[config.mk]
export PLATFORM = sky130hd
export DESIGN_NAME = fp_add_pipe
export DESIGN_NICKNAME = d
export VERILOG_FILES = /design/src/rtl/fp_pkg.sv /design/src/rtl/fp_add_pipe_normalize.sv /design/src/rtl/fp_add_pipe.sv
export SDC_FILE = /design/constraint.sdc
export NUM_CORES = 1
export LEC_CHECK = 0
export CORE_ASPECT_RATIO = 1.75
export CORE_UTILIZATION = 56
export DETAILED_ROUTE_END_ITERATION = 16
export GPL_ROUTABILITY_DRIVEN = 0
export PLACE_DENSITY = 0.79
export SLEW_MARGIN = 0
export SYNTH_ARGS = -nofsm -noshare
export SYNTH_HDL_FRONTEND = slang
export SYNTH_SLANG_ARGS = --single-unit
[constraint.sdc]
create_clock -name clk -period 7.14 [get_ports clk]
set_clock_uncertainty 0.2 [all_clocks]
set_input_delay 1.428 -clock clk [delete_from_list [all_inputs] [get_ports clk]]
set_output_delay 1.428 -clock clk [all_outputs]
set_load 0.02 [all_outputs]
[src/rtl/fp_pkg.sv]
// Shared definitions for the pipelined floating-point adder.
// Packages cannot take parameters, so everything that depends on the
// exponent/mantissa widths is a constant function of those widths that the
// user module evaluates into its own localparams.
//   fp_class_e     : operand classification (flushed denormals count as ZERO)
//   FLAG_*         : bit positions inside the 4-bit flags word
//   fp_bias        : exponent bias for a given exponent width
//   fp_max_exp     : all-ones exponent (inf/NaN encoding)
//   fp_qnan/fp_inf : canonical quiet NaN and signed infinity encodings
package fp_pkg;

  typedef enum logic [1:0] {ZERO, NORM, INF, NAN} fp_class_e;

  localparam int FLAG_W         = 4;
  localparam int FLAG_INVALID   = 3;
  localparam int FLAG_OVERFLOW  = 2;
  localparam int FLAG_UNDERFLOW = 1;
  localparam int FLAG_INEXACT   = 0;

  function automatic int fp_bias(input int exp_w);
    return (1 << (exp_w - 1)) - 1;
  endfunction

  function automatic int fp_max_exp(input int exp_w);
    return (1 << exp_w) - 1;
  endfunction

  // {0, all-ones exponent, 1 then zeros}
  function automatic logic [127:0] fp_qnan(input int exp_w, input int man_w);
    logic [127:0] v;
    v = '0;
    for (int i = 0; i < exp_w; i++) v[man_w + i] = 1'b1;
    v[man_w - 1] = 1'b1;
    return v;
  endfunction

  function automatic logic [127:0] fp_inf(input logic s, input int exp_w, input int man_w);
    logic [127:0] v;
    v = '0;
    for (int i = 0; i < exp_w; i++) v[man_w + i] = 1'b1;
    v[exp_w + man_w] = s;
    return v;
  endfunction

endpackage

[src/rtl/fp_add_pipe_normalize.sv]
// Leading-zero count and left shift of the stage-3 magnitude.
//   value   : unnormalised magnitude
//   shifted : value shifted left until its MSB is set (zero stays zero)
//   lzc     : number of leading zeros (WID when value is zero)
module fp_normalize #(
  parameter int WID = 27,
  parameter int LZW = $clog2(WID + 1)
) (
  input  logic [WID-1:0] value,
  output logic [WID-1:0] shifted,
  output logic [LZW-1:0] lzc
);

  // Scanning upward lets the highest set bit win.
  always_comb begin
    lzc = LZW'(WID);
    for (int i = 0; i < WID; i++) begin
      if (value[i]) lzc = LZW'(WID - 1 - i);
    end
  end

  assign shifted = value << lzc;

endmodule

[src/rtl/fp_add_pipe.sv]
// Three-stage floating-point adder/subtractor, round-to-nearest-even.
//   clk, rst            : clock, asynchronous active-high reset
//   in_valid / in_ready : operand handshake (in_ready = pipeline may advance)
//   a, b, sub           : operands {sign, exp, frac}; sub=1 computes a-b
//   out_valid/out_ready : result handshake
//   out, flags          : result and {invalid, overflow, underflow, inexact}
module fp_add_pipe
  import fp_pkg::*;
#(
  parameter int EXP_W = 8,
  parameter int MAN_W = 23
) (
  input  logic                       clk,
  input  logic                       rst,
  input  logic                       in_valid,
  output logic                       in_ready,
  input  logic [EXP_W+MAN_W:0]       a,
  input  logic [EXP_W+MAN_W:0]       b,
  input  logic                       sub,
  output logic                       out_valid,
  input  logic                       out_ready,
  output logic [EXP_W+MAN_W:0]       out,
  output logic [FLAG_W-1:0]          flags
);

  localparam int W   = 1 + EXP_W + MAN_W;
  localparam int MW  = MAN_W + 4;            // {hidden, frac, guard, round, sticky}
  localparam int SW  = MAN_W + 5;            // adder width incl. carry
  localparam int LZW = $clog2(MW + 1);
  localparam int EW  = ((EXP_W > LZW) ? EXP_W : LZW) + 2;  // signed exponent
  localparam logic [W-1:0]         QNAN    = W'(fp_qnan(EXP_W, MAN_W));
  localparam logic [W-1:0]         POS_INF = W'(fp_inf(1'b0, EXP_W, MAN_W));
  localparam logic [W-1:0]         NEG_INF = W'(fp_inf(1'b1, EXP_W, MAN_W));
  localparam logic signed [EW-1:0] MAX_E   = EW'(fp_max_exp(EXP_W));

  function automatic fp_class_e classify(input logic [EXP_W-1:0] e, input logic [MAN_W-1:0] f);
    if (e == '0) return ZERO;
    if (&e) return (f != '0) ? NAN : INF;
    return NORM;
  endfunction

  logic advance;
  assign advance  = !out_valid || out_ready;
  assign in_ready = advance;

  // ---------------- stage 1: unpack, specials, swap, align ----------------
  logic             sa, sb;
  logic [EXP_W-1:0] ea, eb, e_hi, e_lo, d;
  logic [MAN_W-1:0] fa, fb, f_hi, f_lo;
  fp_class_e        ca, cb;
  logic             a_big, s_hi, lost, spec_c;
  logic [MW-1:0]    m_hi, m_lo_full, m_lo;
  logic [W-1:0]     spec_out_c;
  logic [3:0]       spec_fl_c;

  assign {sa, ea, fa} = a;
  assign sb = b[W-1] ^ sub;
  assign eb = b[W-2:MAN_W];
  assign fb = b[MAN_W-1:0];
  assign ca = classify(ea, fa);
  assign cb = classify(eb, fb);

  always_comb begin
    spec_c     = 1'b1;
    spec_out_c = '0;
    spec_fl_c  = '0;
    if (ca == NAN || cb == NAN || (ca == INF && cb == INF && sa != sb)) begin
      spec_out_c = QNAN;
      spec_fl_c[FLAG_INVALID] = 1'b1;
    end else if (ca == INF) spec_out_c = sa ? NEG_INF : POS_INF;
    else if (cb == INF)     spec_out_c = sb ? NEG_INF : POS_INF;
    else if (ca == ZERO && cb == ZERO) spec_out_c = {sa & sb, {(W-1){1'b0}}};
    else if (ca == ZERO)    spec_out_c = {sb, eb, fb};
    else if (cb == ZERO)    spec_out_c = {sa, ea, fa};
    else                    spec_c = 1'b0;
  end

  assign a_big     = {ea, fa} >= {eb, fb};
  assign s_hi      = a_big ? sa : sb;
  assign e_hi      = a_big ? ea : eb;
  assign e_lo      = a_big ? eb : ea;
  assign f_hi      = a_big ? fa : fb;
  assign f_lo      = a_big ? fb : fa;
  assign d         = e_hi - e_lo;
  assign m_hi      = {1'b1, f_hi, 3'b000};
  assign m_lo_full = {1'b1, f_lo, 3'b000};
  // Shifts wider than the field zero the value and mark every bit lost, so
  // very large D naturally leaves only sticky set.
  assign lost      = |(m_lo_full & ~({MW{1'b1}} << d));
  assign m_lo      = (m_lo_full >> d) | MW'(lost);

  logic             v1, sp1, s1, esub1;
  logic [W-1:0]     spo1;
  logic [3:0]       spf1;
  logic [EXP_W-1:0] e1;
  logic [MW-1:0]    m1, m2;

  // ---------------- stage 2: magnitude add/subtract ----------------
  logic [SW-1:0]    sum_c;
  assign sum_c = esub1 ? ({1'b0, m1} - {1'b0, m2}) : ({1'b0, m1} + {1'b0, m2});

  logic             v2, sp2, s2;
  logic [W-1:0]     spo2;
  logic [3:0]       spf2;
  logic [EXP_W-1:0] e2;
  logic [SW-1:0]    sum2;

  // ---------------- stage 3: normalise, round, pack ----------------
  logic [MW-1:0]          nrm, n;
  logic [LZW-1:0]         lzc;
  logic                   carry, up, inexact;
  logic signed [EW-1:0]   e_n, e_r;
  logic [MAN_W+1:0]       mr;
  logic [MAN_W-1:0]       frac;
  logic [W-1:0]           res_c;
  logic [3:0]             fl_c;

  fp_normalize #(.WID(MW), .LZW(LZW)) u_norm (
    .value  (sum2[MW-1:0]),
    .shifted(nrm),
    .lzc    (lzc)
  );

  assign carry   = sum2[SW-1];
  // On carry-out the bit shifted off the bottom folds into sticky.
  assign n       = carry ? {sum2[SW-1:2], sum2[1] | sum2[0]} : nrm;
  assign e_n     = carry ? EW'(e2) + EW'(1) : EW'(e2) - EW'(lzc);
  assign up      = n[2] & (n[1] | n[0] | n[3]);
  assign inexact = |n[2:0];
  assign mr      = {1'b0, n[MW-1:3]} + (MAN_W+2)'(up);
  assign e_r     = mr[MAN_W+1] ? e_n + EW'(1) : e_n;
  assign frac    = mr[MAN_W+1] ? mr[MAN_W:1] : mr[MAN_W-1:0];

  always_comb begin
    res_c = '0;
    fl_c  = '0;
    if (sp2) begin
      res_c = spo2;
      fl_c  = spf2;
    end else if (sum2 == '0) begin
      res_c = '0;
    end else if (e_n[EW-1] || e_n == '0) begin
      res_c = {s2, {(W-1){1'b0}}};
      fl_c[FLAG_UNDERFLOW] = 1'b1;
      fl_c[FLAG_INEXACT]   = 1'b1;
    end else if (e_r >= MAX_E) begin
      res_c = s2 ? NEG_INF : POS_INF;
      fl_c[FLAG_OVERFLOW] = 1'b1;
      fl_c[FLAG_INEXACT]  = 1'b1;
    end else begin
      res_c = {s2, e_r[EXP_W-1:0], frac};
      fl_c[FLAG_INEXACT] = inexact;
    end
  end

  // ---------------- pipeline registers ----------------
  always_ff @(posedge clk or posedge rst) begin
    if (rst) begin
      v1 <= 1'b0; sp1 <= 1'b0; s1 <= 1'b0; esub1 <= 1'b0;
      spo1 <= '0; spf1 <= '0; e1 <= '0; m1 <= '0; m2 <= '0;
      v2 <= 1'b0; sp2 <= 1'b0; s2 <= 1'b0;
      spo2 <= '0; spf2 <= '0; e2 <= '0; sum2 <= '0;
      out_valid <= 1'b0; out <= '0; flags <= '0;
    end else if (advance) begin
      v1    <= in_valid;
      sp1   <= spec_c;
      spo1  <= spec_out_c;
      spf1  <= spec_fl_c;
      s1    <= s_hi;
      esub1 <= sa ^ sb;
      e1    <= e_hi;
      m1    <= m_hi;
      m2    <= m_lo;
      v2    <= v1;
      sp2   <= sp1;
      spo2  <= spo1;
      spf2  <= spf1;
      s2    <= s1;
      e2    <= e1;
      sum2  <= sum_c;
      out_valid <= v2;
      out       <= res_c;
      flags     <= fl_c;
    end
  end

endmodule

# --- Yosys cells after proc, flatten, opt, wreduce, memory -nomap -nowiden ---
# Index checks and enable logic that the tools add are counted.
totals:
  register_bits: 205
  in_bits: 69
  out_inout_bits: 38
  word_cells: 147
op_classes:
  addsub: 7
  n_lt_le_gt_ge: 2
  eq_ne: 5
  shift: 3
  n_mux: 81
  bitwise_logic: 10
  n_reduce_logical: 20
ops:
  columns: ["op", "n"]
  rows:
  - ["$mux 32", 13]
  - ["$mux 5", 16]
  - ["$mux 23", 3]
  - ["$reduce_bool 23->1", 2]
  - ["$mux 4", 8]
  - ["$ge 31x31->1", 1]
  - ["$add 27x27->28", 1]
  - ["$logic_not 28->1", 1]
  - ["$mux 28", 1]
  - ["$sub 27x27->28", 1]
  - ["$and 27x27->27", 1]
  - ["$mux 27", 1]
  - ["$not 27->27", 1]
  - ["$or 27x1->27", 1]
  - ["$reduce_or 27->1", 1]
  - ["$shl 27x5->27", 1]
  - ["$shl 27x8->27 const A", 1]
  - ["$shr 27x8->27", 1]
  - ["$add 24x1->25", 1]
  - ["$mux 1", 23]
  - ["$mux 10", 2]
  - ["$mux 2", 10]
  - ["$logic_not 8->1", 2]
  - ["$mux 8", 2]
  - ["18 further kinds", 33]

# --- Logic depth before layout (Yosys ltp) ---
depth:
  ltp_word: 39
  mapped_depth: 26
  mapped_depth_nobuf: 20

# --- Modules after synthesis ---
# A second synthesis with hierarchy kept.
unflattened:
  cells_unflattened: 2187
  hier_area_um2: 17310.4
by_module_without_submodules:
  columns: ["module", "n_inst", "cells_each", "area_each_um2", "seq_area_each_um2"]
  rows:
  - ["fp_add_pipe", 1, 1943, 15703.8, 5129.9]
  - ["fp_normalize", 1, 244, 1606.5, 0.0]

# --- Least setup slack after synthesis ---
# OpenSTA, ideal clock, no wires.
synth_timing:
  kind: "in2reg"
  from: "input port b[23]"
  to: "register m2[0]"
  setup_ns: 0.126
  arrival_time_ns: 6.796
  t_required_ns: 6.814
  path_slack_ns: 0.018
  stages: 24
  n_path_buf: 5
  cell_sequence: "inv_1 ha_1 clkbuf_1 nand4_1 nor3_1 nand3_1 a21oi_1 or3_1 clkbuf_1 buf_1 clkbuf_1 clkbuf_1 o21a_1 ha_1 a21oi_1 mux2i_1 xnor2_1 mux4_2 mux2i_1 nor2_1 o31ai_1 nand4_1 or4_1 o32a_1"
synth_between:
  elab_chain_cells: 8
  word_cells_on_any_way: 11
  classes_between: "add/sub (1); order compare (1); shift (2); mux (3); bitwise (3); reduce/logical (1)"
synth_lines:
  columns: ["element", "line", "text"]
  rows:
  - ["start: declaration", "fp_add_pipe.sv:18", "input logic [EXP_W+MAN_W:0] b,"]
  - ["$ge 31x31->1", "fp_add_pipe.sv:78", "assign a_big = {ea, fa} >= {eb, fb};"]
  - ["$mux 8 (on tied branches)", "fp_add_pipe.sv:80, fp_add_pipe.sv:81", null]
  - ["$sub 8x8->8", "fp_add_pipe.sv:84", "assign d = e_hi - e_lo;"]
  - ["$shl 27x8->27", "fp_add_pipe.sv:89", "assign lost = |(m_lo_full & ~({MW{1'b1}} << d));"]
  - ["$not 27->27", "fp_add_pipe.sv:89", null]
  - ["$and 27x27->27", "fp_add_pipe.sv:89", null]
  - ["$reduce_or 27->1", "fp_add_pipe.sv:89", null]
  - ["$or 27x1->27 (*)", "fp_add_pipe.sv:90", "assign m_lo = (m_lo_full >> d) | MW'(lost);"]
  - ["end signal: assignment", "fp_add_pipe.sv:173", "m2 <= m_lo;"]
  - ["end: declaration", "fp_add_pipe.sv:96", "logic [MW-1:0] m1, m2;"]
# Every way passes the cells marked *; elsewhere a longest branch is shown, timed or not.
# A chain may end at the register's enable or synchronous reset.

# --- Final worst setup path ---
layout_timing:
  from: "input port b[12]"
  to: "register m2[0]"
# Same word-level chain as after synthesis.

==> results.yml <==
sta:
  grt_setup_unrepaired: "false"
  fin_crit_sh_pct: 94.98
  fin_crit_ns: 6.782
  maxSlewViolCount: 0
  hold_viol: 0
  finalSetupTns_ns: 0
  fmax_mhz: 147.5
  worst_pin_slew_ns: 1.260
  setup_violations: 0
  whs_ns: 0.2584
  relSlewSlack_pct: 14.92
cts:
  cts_tree: "done"
  clk_path_buf_depth: 3
  htreeDepth: 1
  clock-sinks: 205
  cts_buffers: 20
  cts_resized: 0
  path_clk_slew_ns: 0.06
  cts_setup_buffers: 0
  cts-root-buf: "clkbuf_16"
  ctsHoldBuffers: 0
  clk_latency_ns: 0.52
pwr:
  p_leak_uw: 0.008752
  vdd_ir_drop_max_v: 0.0002539
  power_density_nw_per_um2: 385.8
floorplan:
  die_h_um: 235.5
  fp.coreArea_um2: 30740
  start_util_pct: 56.76
  die_x_um: 135.4
  ios: 107
  rows: 85
  dieArea_um2: 31890
critical_path:
  crit_required_ns: 7.34
  crit_type: "input port to flop"
  worstPathArrival_ns: 6.98
  path_buf_inv: 5
  path_max_fanout: 21
  cp-start-kind: "input port"
  crit_family: "compound AO/OA/AOI/OAI gates"
  cp_common_cell: "buf_4"
  r2r_slack_ns: 0.52
  crit_slowest_cell: "clkdlybuf4s50_1"
  max_stage_delay_ns: 0.55
  worstPathCellList: "clkdlybuf4s50_1 -> inv_1 -> ha_1 -> nand4_1 -> nor3_1 -> a221o_1 -> o31a_1 -> buf_4 -> o31ai_1 -> o21a_1 -> ha_1 -> a21oi_1 -> mux2i_1 -> xnor2_2 -> buf_4 -> buf_4 -> and3_1 -> mux2i_1 -> nor2_1 -> o31ai_1 -> nand4_1 -> or4_1 -> o32a_1"
  crit_path_end_kind: "flop"
detailed_routing:
  wirelength_mm: 61.14
  first_iter_violations: 2196
  drc: 0
  drtAntennaViolNets: 0
  viasPerCell: 6.724
  vias: 18230
  wl_per_cell_um: 22.55
  firstDrtPassIters: 8
synth:
  synth_top_area_share_pct: 29.41
  async_reset_ff_share_pct: 100.0
  syn_area_per_cell_um2: 7.730
  synth_common_cells: "357 x nand2_1, 205 x dfrtp_1, 193 x a21oi_1, 181 x nor2_1, 144 x o21ai_0"
  syn-num-nets: 2420
  seq_area_frac_synth_pct: 29.41
  synth_area_leaders: "dfrtp_1 29%, nand2_1 7.7%, ha_1 6.6%, mux2i_1 6.2%, a21oi_1 5.5%"
  synth_area_um2: 17450
  synth_cell_types: 95
  synth_seq_cells: 205
  synth_top_area_cell: "dfrtp_1"
  synth_edf_count: 0
  synthCells: 2257
  synth_most_common_cell: "nand2_1"
  ys.flop_type: "dfrtp_1"
  yosys_warnings: 0
global_route:
  grt_pass1_vias: 17565
  gr-total-overflow: 0
  grt.total_usage_pct: 38.81
  grt_pass1_wl_mm: 96.08
  grt_start_max_net_pins: 89
  antenna_found_initial: 2
final_layout:
  multiInputGateArea_um2: 11310
  nFillCells: 2653
  insertedDiodeCount: 0
  nets: 2471
  fin_util_pct: 64.14
  final_area_um2: 19710
  drive_gt1_share_pct: 7.284
  seq_area_um2: 5130
  syn2layout_area_growth_pct: 13.00
status:
  status: "complete, no violations"
place:
  io_buffers: 106
  hpwlAfterDp_mm: 45.23
  place_area_um2: 19030
worst_hold_path:
  hold_path.class: "flop to flop"
job:
  maxCapViolCount: 0
==> cell families after synthesis <==
group                    Yosys count  synth area share [%]
AND/OR/NAND/NOR                  827                 21.77
AO/OA/AOI/OAI                    670                 24.66
buffers and inverters            263                 6.017
flip-flops                       205                 29.41
multiplexers                     130                 7.896
adder cells (fa/ha/maj)           95                 6.885
XOR/XNOR                          67                 3.364
==> flip-flops by register name, summed over array words and instances (netlist names), 4 cells and up <==
name	flops
flags	4
e1	8
out	32
m1	24
spo1	32
sum2	28
e2	8
spo2	32
m2	27
==> routing by layer <==
| layer | part of all wire (%) | global-route usage, % |
|---|---|---|
| met5 | 0.046 | 0 |
| met1 | 34 | 42.78 |
| met3 | 8.3 | 7.472 |
| met2 | 47 | 64.02 |
| met4 | 9.9 | 31.77 |
==> worst register-to-register path: cells and delay by family (launching register included) <==
family	cells	cell delay (ns)
multiplexers	3	0.92
buffers and inverters	1	0.32
flip-flops	1	0.54
AND/OR/NAND/NOR	5	2.52
AO/OA/AOI/OAI	6	2.02
==> power breakdown <==
group / leakage, µW / internal (µW) / switching, µW / total (µW)
Sequential: 0.00264 / 1470 / 459 / 1920
Combinational: 0.00577 / 1740 / 2820 / 4560
Clock: 0.000340 / 658 / 468 / 1130
==> final timing paths <==
kind	endpoint	startpoint	depth (start not counted)
setup / recovery	m2[0]	b[12]	23
hold / removal	spo2[3]	spo2[3]	2
setup reg to reg	out[18]	sum2[15]	15
hold reg to reg	spo2[3]	spo2[3]	2
max in group asynchronous	out[5]	rst	3
min in group asynchronous	v2	rst	2
==> metrics by stage <==
step	setup slack [ns]	instances	total power, µW
finish	0.3582	2711	7605
global route	0.1519	2711	8022
CTS	0.5554	2711	7399
detailed placement	0.02958	2677	6263
global placement	0.1536	2677	6151
floorplan	0.01818	2257	4873
==> cell usage in the layout, fill, tap and decap left out, drive strengths merged, types with 29 or more instances in the layout <==
cell,n
nand2,357
dfrtp,205
a21oi,194
nor2,181
o21ai,151
mux2i,108
inv,107
clkdlybuf4s50,106
ha,92
buf,77
nand3,53
xnor2,50
nor3,46
o31ai,45
and3,39
a31oi,33
a22oi,31
nor4,29
==> cell type report <==
type                       instances  area share, %
inverter                         109          2.113
clock inverter                     9         0.7045
clock buffer                      25          2.786
timing repair buffer             183          8.505
multi-input combinational       1789          57.39
sequential                       205          26.02
tap                              391          2.482
(Power assumes the default switching activity.)
